File: src/rtl/adder_operand_loader.sv
// Word-serial operand loader feeding the registered 66-bit adder: assembles A then B
// from IN_WIDTH-bit words and presents the pair. Optional sum tracker: LOADER_SUM_VALID_EN.
module adder_operand_loader #(
  parameter int unsigned ADDER_WIDTH = 66,
  parameter int unsigned IN_WIDTH    = 16,
  localparam int unsigned WORDS      = (ADDER_WIDTH + IN_WIDTH - 1) / IN_WIDTH
) (
  input  logic                   clk,
  input  logic                   reset,
  input  logic                   in_valid,
  output logic                   in_ready,
  input  logic [IN_WIDTH-1:0]    in_data,
  output logic [ADDER_WIDTH-1:0] a,
  output logic [ADDER_WIDTH-1:0] b,
  output logic                   op_valid,
  input  logic                   op_ready
`ifdef LOADER_SUM_VALID_EN
  ,
  output logic                   sum_valid
`endif
);

  localparam int unsigned CntW = (WORDS > 1) ? $clog2(WORDS) : 1;

  typedef enum logic [1:0] {
    StLoadA,
    StLoadB,
    StPresent
  } state_e;

  state_e                 state_q, state_d;
  logic [CntW-1:0]        cnt_q, cnt_d;
  logic [ADDER_WIDTH-1:0] asm_a_q, asm_a_d;
  logic [ADDER_WIDTH-1:0] asm_b_q, asm_b_d;
  logic [ADDER_WIDTH-1:0] a_q, a_d;
  logic [ADDER_WIDTH-1:0] b_q, b_d;

  logic [ADDER_WIDTH-1:0] word_mask;
  logic [ADDER_WIDTH-1:0] word_bits;
  logic [ADDER_WIDTH-1:0] merged_a;
  logic [ADDER_WIDTH-1:0] merged_b;
  logic                   last_word;

  // Each operand bit belongs to exactly one word; bits of the final word above the
  // operand width simply have no destination and are dropped.
  for (genvar i = 0; i < ADDER_WIDTH; i++) begin : g_bit
    assign word_mask[i] = (cnt_q == CntW'(i / IN_WIDTH));
    assign word_bits[i] = in_data[i % IN_WIDTH];
  end

  assign merged_a  = (asm_a_q & ~word_mask) | (word_bits & word_mask);
  assign merged_b  = (asm_b_q & ~word_mask) | (word_bits & word_mask);
  assign last_word = (cnt_q == CntW'(WORDS - 1));

  assign in_ready = (state_q != StPresent);
  assign op_valid = (state_q == StPresent);
  assign a        = a_q;
  assign b        = b_q;

  always_comb begin
    state_d = state_q;
    cnt_d   = cnt_q;
    asm_a_d = asm_a_q;
    asm_b_d = asm_b_q;
    a_d     = a_q;
    b_d     = b_q;
    unique case (state_q)
      StLoadA: begin
        if (in_valid) begin
          asm_a_d = merged_a;
          if (last_word) begin
            cnt_d   = '0;
            state_d = StLoadB;
          end else begin
            cnt_d = cnt_q + CntW'(1);
          end
        end
      end
      StLoadB: begin
        if (in_valid) begin
          asm_b_d = merged_b;
          if (last_word) begin
            cnt_d   = '0;
            state_d = StPresent;
            a_d     = asm_a_q;
            b_d     = merged_b;
          end else begin
            cnt_d = cnt_q + CntW'(1);
          end
        end
      end
      StPresent: begin
        if (op_ready) state_d = StLoadA;
      end
      default: state_d = StLoadA;
    endcase
  end

  always_ff @(posedge clk) begin
    if (reset) begin
      state_q <= StLoadA;
      cnt_q   <= '0;
      asm_a_q <= '0;
      asm_b_q <= '0;
      a_q     <= '0;
      b_q     <= '0;
    end else begin
      state_q <= state_d;
      cnt_q   <= cnt_d;
      asm_a_q <= asm_a_d;
      asm_b_q <= asm_b_d;
      a_q     <= a_d;
      b_q     <= b_d;
    end
  end

`ifdef LOADER_SUM_VALID_EN
  // Mirrors the adder's a_reg stage followed by its sum register.
  logic fire_q;
  logic sum_valid_q;

  always_ff @(posedge clk) begin
    if (reset) begin
      fire_q      <= 1'b0;
      sum_valid_q <= 1'b0;
    end else begin
      fire_q      <= op_valid && op_ready;
      sum_valid_q <= fire_q;
    end
  end

  assign sum_valid = sum_valid_q;
`endif

endmodule

File: config.mk
export PLATFORM = sky130hd
export DESIGN_NAME = adder_operand_loader
export DESIGN_NICKNAME = d
export VERILOG_FILES = /design/src/rtl/adder_operand_loader.sv
export SDC_FILE = /design/constraint.sdc
export NUM_CORES = 1
export LEC_CHECK = 0
export ABC_AREA = 1
export BUFFER_PORTS_ARGS = -buffer_cell sky130_fd_sc_hd__buf_4
export CORE_UTILIZATION = 35
export DETAILED_ROUTE_END_ITERATION = 8
export GPL_TIMING_DRIVEN = 0
export PLACE_DENSITY_LB_ADDON = 0.25
export REMOVE_ABC_BUFFERS = 1
export SETUP_SLACK_MARGIN = 0.02
export SLEW_MARGIN = 25
export SYNTH_ARGS = -nofsm -noshare
export SYNTH_HDL_FRONTEND = slang
export SYNTH_SLANG_ARGS = --single-unit
File: constraint.sdc
create_clock -name clk -period 3.6 [get_ports clk]
set_clock_uncertainty 0.1 [all_clocks]
set_input_delay 0.72 -clock clk [delete_from_list [all_inputs] [get_ports clk]]
set_output_delay 0.72 -clock clk [all_outputs]
set_load 0.03 [all_outputs]
Word-level counts from Yosys, hierarchy flattened

Index checks and enable logic that the tools add are counted.

Output and inout bits: 134
Logic and storage cells: 40
Register bits after elaboration: 269

Muxes and demuxes: 7
Equal/unequal tests: 12
Add/subtract/negate cells: 1
Reductions and logical operators: 8
Bitwise operators: 6

Operators with widths:

| operator              | count |
|---|---|
| $and A66 B66 Y66      | 3 |
| $or A66 B66 Y66       | 2 |
| $not A66 Y66          | 1 |
| $mux W2               | 5 |
| $ne A2 B2 Y1 const B  | 5 |
| $eq A3 B2 Y1 const B  | 2 |
| $pmux W2 S3           | 1 |
| $reduce_and A2 Y1     | 3 |
| $reduce_and A5 Y1     | 1 |
| $add A3 B1 Y3 const B | 1 |
| $eq A3 B1 Y1 const B  | 1 |
| $eq A3 B3 Y1 const B  | 1 |
| $logic_not A3 Y1      | 1 |
| $mux W3               | 1 |
| $reduce_and A3 Y1     | 1 |
| $eq A2 B1 Y1 const B  | 1 |
| $eq A2 B2 Y1 const B  | 1 |
| $logic_not A2 Y1      | 1 |
| $ne A2 B1 Y1 const B  | 1 |
| $reduce_or A2 Y1      | 1 |

Depth between registers and ports, before layout

Gate-level depths: netlist of run 1.

Depth in word-level cells: 4
Depth in mapped cells: 10
Gate-level depth less buffers: 8

Worst setup path before layout of run 1

Ideal clock, no wire load.

Path kind: register to output
Start: register state_q[1]
End: output port in_ready
Cell stages (with the launch flop): 4
Buffers on the path: 0
Path slack: 1.684 ns
Data arrival time: 1.096 ns
Cell sequence: dfxtp_1 -> inv_1 -> nor2_1 -> inv_1

Longest elaborated chain between the ends: 1

RTL lines:

| what                   | line | RTL |
|---|---|---|
| from (decl)            | 31   | `state_e state_q, state_d;` |
| from (signal assigned) | 101  | `state_q <= StLoadA;` |
| from (signal assigned) | 108  | `state_q <= state_d;` |
| $ne A2 B2 Y1           | 55   | `assign in_ready = (state_q != StPresent);` |
| to (decl)              | 11   | `output logic in_ready,` |

Every way passes these cells.

==> results.py, run 1 <==
metrics = {
    "place": {
        "dpl.cell_count": 2264,
        "dpl-instance-area_sq_mm": 0.0130,
        "pre_cts_ws_ns": 0.236,
        "hpwl_um": 18700,
        "io_buffers": 153,
        "gp_congestion": 0.725,
    },
    "sta": {
        "post-route-min-period_ns": 3.13,
        "min_period_over_period_pct": 86.9,
        "worst_slack_ns": 0.473,
        "fmax_ghz": 0.320,
        "whs_ns": 0.319,
        "hold_viol": 0,
        "setup_viol": 0,
        "slew_viol_final": 0,
        "tightest_slew_ns": 0.917,
        "relSlewSlack_pct": 38.9,
        "rsz0062_at_grt": "no",
    },
    "synth": {
        "ys_ff_latch": 267,
        "yosysUniqueCellTypes": 18,
        "synth_area_sq_mm": 0.0114,
        "yosys.area.top_type": "dfxtp_1",
        "synthCells": 1761,
        "yosysWarnings": 0,
        "synth_seq_area_share_pct": 47.0,
        "netlist.area_leader.share_pct": 47.0,
        "ys_top_cells_by_area": "dfxtp_1 (47%), nand2_1 (18%), nor2_1 (15%)",
        "synth_area_per_cell_sq_um": 6.46,
    },
    "worst_setup_path": {
        "crit_chain": "clkinv_2 -> ha_2 -> nand3_2 -> o21ai_0 -> nor2_1",
        "path_delay_family": "adder cells",
        "cp-end-kind": "flop",
        "cp_data_required_time_ns": 3.93,
        "cp-start-kind": "flop",
        "slowest_stage": "ha_2",
        "critPathBufInv": 1,
        "crit_type": "reg2reg",
        "slowest_delay_ns": 0.76,
        "crit_arrival_ns": 3.46,
        "worst-path-max-fanout": 52,
    },
    "finish": {
        "syn_to_final_growth_pct": 24.2,
        "layout.nets": 1886,
        "fin_util_pct": 44.4,
        "mostFrequentLayoutCells": "nand2_1 (530), nor2_1 (457), dfxtp_1 (267)",
        "drive_above_1_share_pct": 12.3,
        "fin_cells": 2315,
        "final_area_sq_mm": 0.0141,
        "diodes": 0,
        "final_common_cell": "nand2_1",
    },
    "clock_tree": {
        "cts_buffers": 30,
        "cts_hold_buf": 0,
        "path_clk_slew_ns": 0.06,
        "cts_setup_buffers": 0,
        "root_buffer": "clkbuf_16",
        "htree_num_levels": 1,
        "cts.sinks": 267,
        "clockBufferDepth": 3,
        "worstSkewPairLatency_ns": 0.55,
        "ctsResizeCount": 0,
        "tritoncts": "yes",
    },
    "die": {
        "die_width_um": 182,
        "die_area_sq_mm": 0.0332,
        "die_h_um": 182,
        "start_util_pct": 35.8,
        "coreArea_sq_mm": 0.0318,
        "ios": 154,
        "row_count": 65,
    },
    "pwr": {
        "p_int_mw": 5.25,
        "ir_worst_vdd_uv": 338,
        "seq_power_share_pct": 44.3,
        "p_per_area_mw_per_mm2": 482,
        "power.leakage_nw": 6.47,
        "net-switching-power_mw": 1.56,
        "p_clk_share_pct": 49.0,
        "combPwrFrac_pct": 6.7,
        "sw_frac_of_total_pct": 22.9,
    },
    "drt": {
        "dr.first_iter.drc_count": 498,
        "drcViolationCount": 0,
        "vias_per_cell": 4.44,
        "firstDrtPassIters": 4,
        "antenna_left": 0,
        "drt-total-wl_um": 30000,
        "wl_per_cell_um": 13.0,
        "vias": 10300,
    },
    "global_route": {
        "grt.overflow.total": 0,
        "grt_antenna_before_repair": 0,
        "grt_max_degree": 120,
        "grtUsageMet1_pct": 23.9,
        "grt_util_met3_pct": 2.57,
        "use_met2_pct": 30.7,
        "grt_pass1_vias": 9468,
        "grt.total_usage_pct": 18.2,
        "grt_pass1_wl_um": 48800,
        "top_usage_layer": "met2",
    },
    "status": {
        "outcome": "completed",
    },
    "flow_run": {
        "maxCapViolations": 0,
    },
    "worst_hold_path": {
        "holdCritPathClass": "in2reg",
    },
}
==> worst paths after layout <==
| check | to | from | slack (ns) | cells after the start |
|---|---|---|---|---|
| setup / recovery | flop | cnt_q[2] | 0.47 | 5 |
| hold reg to reg | a[25] | a[25] | 0.38 | 2 |
| hold / removal | cnt_q[2] | reset | 0.32 | 2 |
| setup reg to reg | flop | cnt_q[2] | 0.47 | 5 |
==> area by class of cell <==
cell class / count / area, sq um
fill: 3312 / 17700
sequential: 267 / 5350
multi-input combinational: 1202 / 4870
timing repair buffer: 168 / 1550
clock buffer: 39 / 876
inverter: 192 / 729
tap: 435 / 544
clock inverter: 12 / 210
==> power by group through the flow <==
stage | clock network (mW) | logic, mW | registers (mW)
final | 3.33 | 0.457 | 3.02
after floorplan | 0 | 0.340 | 3.08
after global placement | 0 | 0.505 | 3.08
after global routing | 3.54 | 0.528 | 3.02
after detailed placement | 0 | 0.461 | 3.08
after CTS | 3.42 | 0.464 | 3.02
==> Yosys cell counts <==
library cell,count
inv_1,190
buf_1,8
clkbuf_1,34
a21oi_1,51
nor2_4,2
dfxtp_1,267
buf_4,7
nand2_1,531
inv_2,2
ha_1,5
nor2_2,1
clkbuf_2,4
o21ai_0,81
nand2_2,1
buf_2,47
nor2_1,458
nand3_2,2
nand3_1,70
==> cell families (layout without fill, tap and decap cells) <==
group	count (synthesis)	count (layout)	synth area share, %
adder cells (fa/ha/maj)	5	5	0.550
AO/OA/AOI/OAI	132	132	5.81
flip-flops	267	267	47.0
AND/OR/NAND/NOR	1065	1065	36.2
buffers and inverters	292	411	10.4
==> metrics by stage <==
stage	power [mW]	setup TNS [ns]
global placement	3.58	-925.80
detailed placement	3.54	0
CTS	6.90	0
finish	6.81	0
floorplan	3.42	-264.58
global route	7.09	0
==> worst register-to-register path: stages, from the launching register on <==
cell      delay [ns]
dfxtp_1         0.37
clkinv_2        0.60
ha_2            0.77
nand3_2         0.70
o21ai_0         0.42
nor2_1          0.06
==> routing by layer <==
layer	up-vias	routed length (um)	part of all wire, %
li1	5453	-	-
met1	4564	14300	48
met2	217	13800	46
met3	51	1280	4.3
met4	0	692	2.3
met5	-	0	0
No activity file was read; power rests on OpenSTA's default activity.
==> run 2, diff against run 1 <==
--- a/config.mk
+++ b/config.mk
@@ -6,9 +6,9 @@
 export NUM_CORES = 1
 export LEC_CHECK = 0
 export ABC_AREA = 1
-export BUFFER_PORTS_ARGS = -buffer_cell sky130_fd_sc_hd__buf_4
 export CORE_UTILIZATION = 35
 export DETAILED_ROUTE_END_ITERATION = 8
+export DONT_BUFFER_PORTS = 1
 export GPL_TIMING_DRIVEN = 0
 export PLACE_DENSITY_LB_ADDON = 0.25
 export REMOVE_ABC_BUFFERS = 1
@@ -17,3 +17,4 @@
 export SYNTH_ARGS = -nofsm -noshare
 export SYNTH_HDL_FRONTEND = slang
 export SYNTH_SLANG_ARGS = --single-unit
+export TNS_END_PERCENT = 50
==> constraint.sdc (replaced) <==
create_clock -name clk -period 3.6 [get_ports clk]
set_clock_uncertainty 0.1 [all_clocks]
set_input_delay 0.72 -clock clk [delete_from_list [all_inputs] [get_ports clk]]
set_output_delay 0.72 -clock clk [all_outputs]
set_load 0.01 [all_outputs]
==> run 2 against run 1 <==
Effect of this change: global-route usage about the same; critical path depth unchanged; critical path type unchanged; worst setup slack better by 0.045 ns; wire length down 0.19%; sequential share of layout area up 3.6 points; first-iteration DRC count up 15%; sequential power about the same; flip-flop and latch count unchanged.
==> results.py, run 2 (same netlist as run 1, synthesis figures left out) <==
metrics = {
    "pwr": {
        "seq_power_share_pct": 45.3,
        "sw_frac_of_total_pct": 23.7,
        "p_int_mw": 5.08,
        "power_mw": 6.66,
        "p_per_area_mw_per_mm2": 516,
        "combPwrFrac_pct": 6.6,
        "power.leakage_nw": 5.60,
        "p_clk_share_pct": 48.1,
        "ir_worst_vdd_uv": 383,
        "net-switching-power_mw": 1.58,
    },
    "drt": {
        "drt-total-wl_um": 30000,
        "drcViolationCount": 0,
        "vias": 9750,
        "wl_per_cell_um": 13.8,
        "antenna_left": 0,
        "firstDrtPassIters": 4,
        "dr.first_iter.drc_count": 572,
        "vias_per_cell": 4.50,
    },
    "clock_tree": {
        "worstSkewPairLatency_ns": 0.55,
        "tritoncts": "yes",
        "root_buffer": "clkbuf_16",
        "cts_setup_buffers": 0,
        "path_clk_slew_ns": 0.06,
        "ctsResizeCount": 0,
        "clockBufferDepth": 3,
        "cts_hold_buf": 0,
        "cts_buffers": 30,
        "htree_num_levels": 1,
        "cts.sinks": 267,
    },
    "die": {
        "ios": 154,
        "die_h_um": 182,
        "die_area_sq_mm": 0.0332,
        "coreArea_sq_mm": 0.0318,
        "die_width_um": 182,
        "row_count": 65,
        "start_util_pct": 35.8,
    },
    "finish": {
        "mostFrequentLayoutCells": "nand2_1 (530), nor2_1 (457), dfxtp_1 (267)",
        "syn_to_final_growth_pct": 13.4,
        "final_common_cell": "nand2_1",
        "layout.nets": 1733,
        "drive_above_1_share_pct": 4.56,
        "diodes": 0,
    },
    "sta": {
        "min_period_over_period_pct": 85.6,
        "slew_viol_final": 0,
        "hold_viol": 0,
        "timing.setup.tns_ns": 0,
        "rsz0062_at_grt": "no",
        "relSlewSlack_pct": 34.6,
        "setup_viol": 0,
        "tightest_slew_ns": 0.981,
        "post-route-min-period_ns": 3.08,
        "whs_ns": 0.140,
        "fmax_ghz": 0.324,
    },
    "worst_setup_path": {
        "ff2ff_path_depth": 5,
        "cp-end-kind": "flop",
        "crit_type": "reg2reg",
        "cp-start-kind": "flop",
        "worst-path-max-fanout": 52,
        "cp_data_required_time_ns": 3.93,
        "crit_arrival_ns": 3.41,
    },
    "status": {
        "outcome": "completed",
    },
    "global_route": {
        "grt.total_usage_pct": 18.2,
        "grt_max_degree": 99,
        "grt.overflow.total": 0,
        "grt_pass1_wl_um": 48200,
        "grt_pass1_vias": 8909,
        "grt_antenna_before_repair": 0,
    },
    "place": {
        "gp_congestion": 0.730,
        "hpwl_um": 18300,
        "io_buffers": 0,
    },
    "flow_run": {
        "maxCapViolations": 0,
    },
    "worst_hold_path": {
        "holdCritPathClass": "in2reg",
        "holdPathStages": 1,
    },
}
## run 2: changes by cell type in the layout (fill, tap and decap cells not counted)
cell	before	now
buf_12	2	5
clkbuf_8	7	5
buf_16	13	9
bufinv_16	6	4
buf_6	0	1
clkbuf_1	1	6
clkinvlp_4	0	4
buf_4	153	0
## run 2: area by class of cell
type / count / area [sq um]
sequential: 267 / 5350
tap: 435 / 544
inverter: 192 / 729
clock buffer: 42 / 867
multi-input combinational: 1202 / 4870
fill: 3358 / 18900
clock inverter: 14 / 180
timing repair buffer: 15 / 359
## run 2: metal layers
layer | global-route usage, % | share of wire [%] | vias up
met5 | 0 | 0 | -
met4 | 5.21 | 2.1 | 0
met3 | 3.51 | 5.4 | 40
met2 | 30.3 | 46 | 213
met1 | 23.8 | 47 | 4341
li1 | - | - | 5156
## run 2: final timing paths
| path | startpoint | to | slack, ns |
|---|---|---|---|
| worst min register to register | flop | flop | 0.38 |
| worst min-delay path | reset | cnt_q[2] | 0.14 |
| worst max register to register | cnt_q[2] | flop | 0.52 |
| worst max-delay path | cnt_q[2] | flop | 0.52 |
## run 2: critical path: stages (launching register included)
cell and delay, ns:
dfxtp_1 0.37, clkinv_2 0.59, ha_2 0.77, nand3_2 0.68
o21ai_0 0.37, nor2_1 0.06
## run 2: through the flow
| step | cells | worst slack [ns] | area, sq um | util, % |
|---|---|---|---|---|
| 2_1_floorplan | 1661 | -1.23 | 10900 | - |
| 4_1_cts | 2167 | 0.217 | 12900 | 40.5 |
| 5_1_grt | 2167 | 0.110 | 12900 | 40.5 |
| 3_5_place_dp | 2111 | 0.228 | 11800 | 37.2 |
| 3_3_place_gp | 2096 | -3.80 | 11500 | 36.0 |
| 6_report | 2167 | 0.518 | 12900 | 40.5 |
## run 2: power groups by stage
stage	Clock (mW)	Sequential, mW	Combinational (mW)
floorplan	0	3.08	0.340
global placement	0	3.08	0.489
detailed placement	0	3.08	0.442
CTS	3.30	3.02	0.443
global route	3.44	3.02	0.506
finish	3.21	3.02	0.437
==> run 3, diff against run 2 <==
--- a/config.mk
+++ b/config.mk
@@ -11,6 +11,7 @@
 export DONT_BUFFER_PORTS = 1
 export GPL_TIMING_DRIVEN = 0
 export PLACE_DENSITY_LB_ADDON = 0.25
+export RECOVER_POWER = 50
 export REMOVE_ABC_BUFFERS = 1
 export SETUP_SLACK_MARGIN = 0.02
 export SLEW_MARGIN = 25
==> run 3 against run 2 <==
Effect of this change: sequential power is essentially flat; clock power about the same; via count increased by 0.18%; flip-flop and latch count unchanged; worst hold slack lost 0.0013 ns; power is essentially flat; sequential share of layout area is essentially flat; largest power group unchanged; register-to-register slack lost 0.11 ns; wire length fell by 0.28%; non-clock buffer count unchanged; count of clock-buffer cells in the layout is the same; first-iteration DRC count increased by 4.7%.
==> results.py, run 3 (same netlist as run 1, synthesis figures left out) <==
metrics = {
    "pwr": {
        "p_per_area_mw_per_mm2": 517,
        "power_mw": 6.66,
        "power.leakage_nw": 5.60,
        "ir_worst_vdd_uv": 383,
    },
    "global_route": {
        "grt_pass1_wl_um": 48200,
        "top_usage_layer": "met2",
        "use_met2_pct": 30.3,
        "grt_pass1_vias": 8909,
        "grtUsageMet1_pct": 23.8,
        "grt_util_met3_pct": 3.51,
        "grt_antenna_before_repair": 0,
        "grt.overflow.total": 0,
        "grt_max_degree": 99,
        "grt.total_usage_pct": 18.2,
    },
    "worst_setup_path": {
        "crit_arrival_ns": 3.53,
        "worst-path-max-fanout": 34,
        "cp-end-kind": "flop",
        "cp_data_required_time_ns": 3.94,
        "crit_type": "reg2reg",
        "cp-start-kind": "flop",
    },
    "sta": {
        "rsz0062_at_grt": "no",
        "hold_viol": 0,
        "worst_slack_ns": 0.410,
        "slew_viol_final": 0,
        "timing.setup.tns_ns": 0,
        "tightest_slew_ns": 1.00,
        "fmax_ghz": 0.313,
        "setup_viol": 0,
        "post-route-min-period_ns": 3.19,
        "min_period_over_period_pct": 88.6,
        "relSlewSlack_pct": 33.0,
    },
    "flow_run": {
        "maxCapViolations": 0,
    },
    "place": {
        "io_buffers": 0,
        "pre_cts_ws_ns": 0.228,
        "hpwl_um": 18300,
        "dpl-instance-area_sq_mm": 0.0118,
        "gp_congestion": 0.730,
    },
    "drt": {
        "wl_per_cell_um": 13.8,
        "dr.first_iter.drc_count": 599,
        "firstDrtPassIters": 5,
        "drcViolationCount": 0,
        "antenna_left": 0,
        "drt-total-wl_um": 29900,
        "vias": 9768,
        "vias_per_cell": 4.51,
    },
    "clock_tree": {
        "ctsResizeCount": 0,
        "htree_num_levels": 1,
        "worstSkewPairLatency_ns": 0.54,
        "clockBufferDepth": 3,
        "root_buffer": "clkbuf_16",
        "cts_hold_buf": 0,
        "cts_buffers": 30,
        "cts_setup_buffers": 0,
        "tritoncts": "yes",
        "path_clk_slew_ns": 0.06,
        "cts.sinks": 267,
    },
    "finish": {
        "drive_above_1_share_pct": 4.39,
        "syn_to_final_growth_pct": 13.3,
        "mostFrequentLayoutCells": "nand2_1 (531), nor2_1 (457), dfxtp_1 (267)",
        "final_area_sq_mm": 0.0129,
        "layout.nets": 1733,
        "diodes": 0,
        "final_common_cell": "nand2_1",
    },
    "die": {
        "coreArea_sq_mm": 0.0318,
        "die_width_um": 182,
        "start_util_pct": 35.8,
        "die_area_sq_mm": 0.0332,
        "die_h_um": 182,
        "row_count": 65,
        "ios": 154,
    },
    "status": {
        "outcome": "completed",
    },
    "worst_hold_path": {
        "holdCritPathClass": "in2reg",
    },
}
==> run 3: per-layer routing <==
metal / up-vias / part of all wire, %
li1: 5153 / -
met1: 4349 / 45
met2: 226 / 46
met3: 40 / 6.1
met4: 0 / 2.1
met5: - / 0
==> run 3: final cells by class <==
cell class	count	area (sq um)
fillers	3361	18900
well taps	435	544
flip-flops and latches	267	5350
clock inverters	14	180
multi-input cells	1202	4860
inverters	192	729
repair buffers	15	359
clock buffers	42	867
==> run 3: final timing paths <==
| check | start | end | slack (ns) | depth (start not counted) |
|---|---|---|---|---|
| hold reg to reg | flop | flop | 0.38 | 2 |
| setup reg to reg | cnt_q[0] | a[39] | 0.41 | 9 |
| hold / removal | reset | cnt_q[2] | 0.14 | 1 |
| setup / recovery | cnt_q[0] | a[39] | 0.41 | 9 |
==> run 3: metrics by stage <==
step,hold WS (ns),utilization (%),instances
floorplan,0.355,-,1661
finish,0.139,40.5,2167
CTS,0.109,40.5,2167
global placement,0.362,36.0,2096
global route,0.103,40.5,2167
detailed placement,0.372,37.2,2111
==> run 3: worst max-delay path, stage by stage, from the launching register on <==
cell     delay (ns)
dfxtp_1        0.34
inv_1          0.10
ha_1           0.79
nand3_1        0.26
nor2_2         0.82
buf_12         0.27
buf_12         0.20
nand2_1        0.06
nand2_1        0.08
nor2_1         0.05
==> run 3: power breakdown <==
| group | total (mW) | internal (mW) | switching, mW |
|---|---|---|---|
| registers | 3.02 | 3.00 | 0.0155 |
| clock network | 3.20 | 1.96 | 1.24 |
| logic | 0.436 | 0.120 | 0.316 |
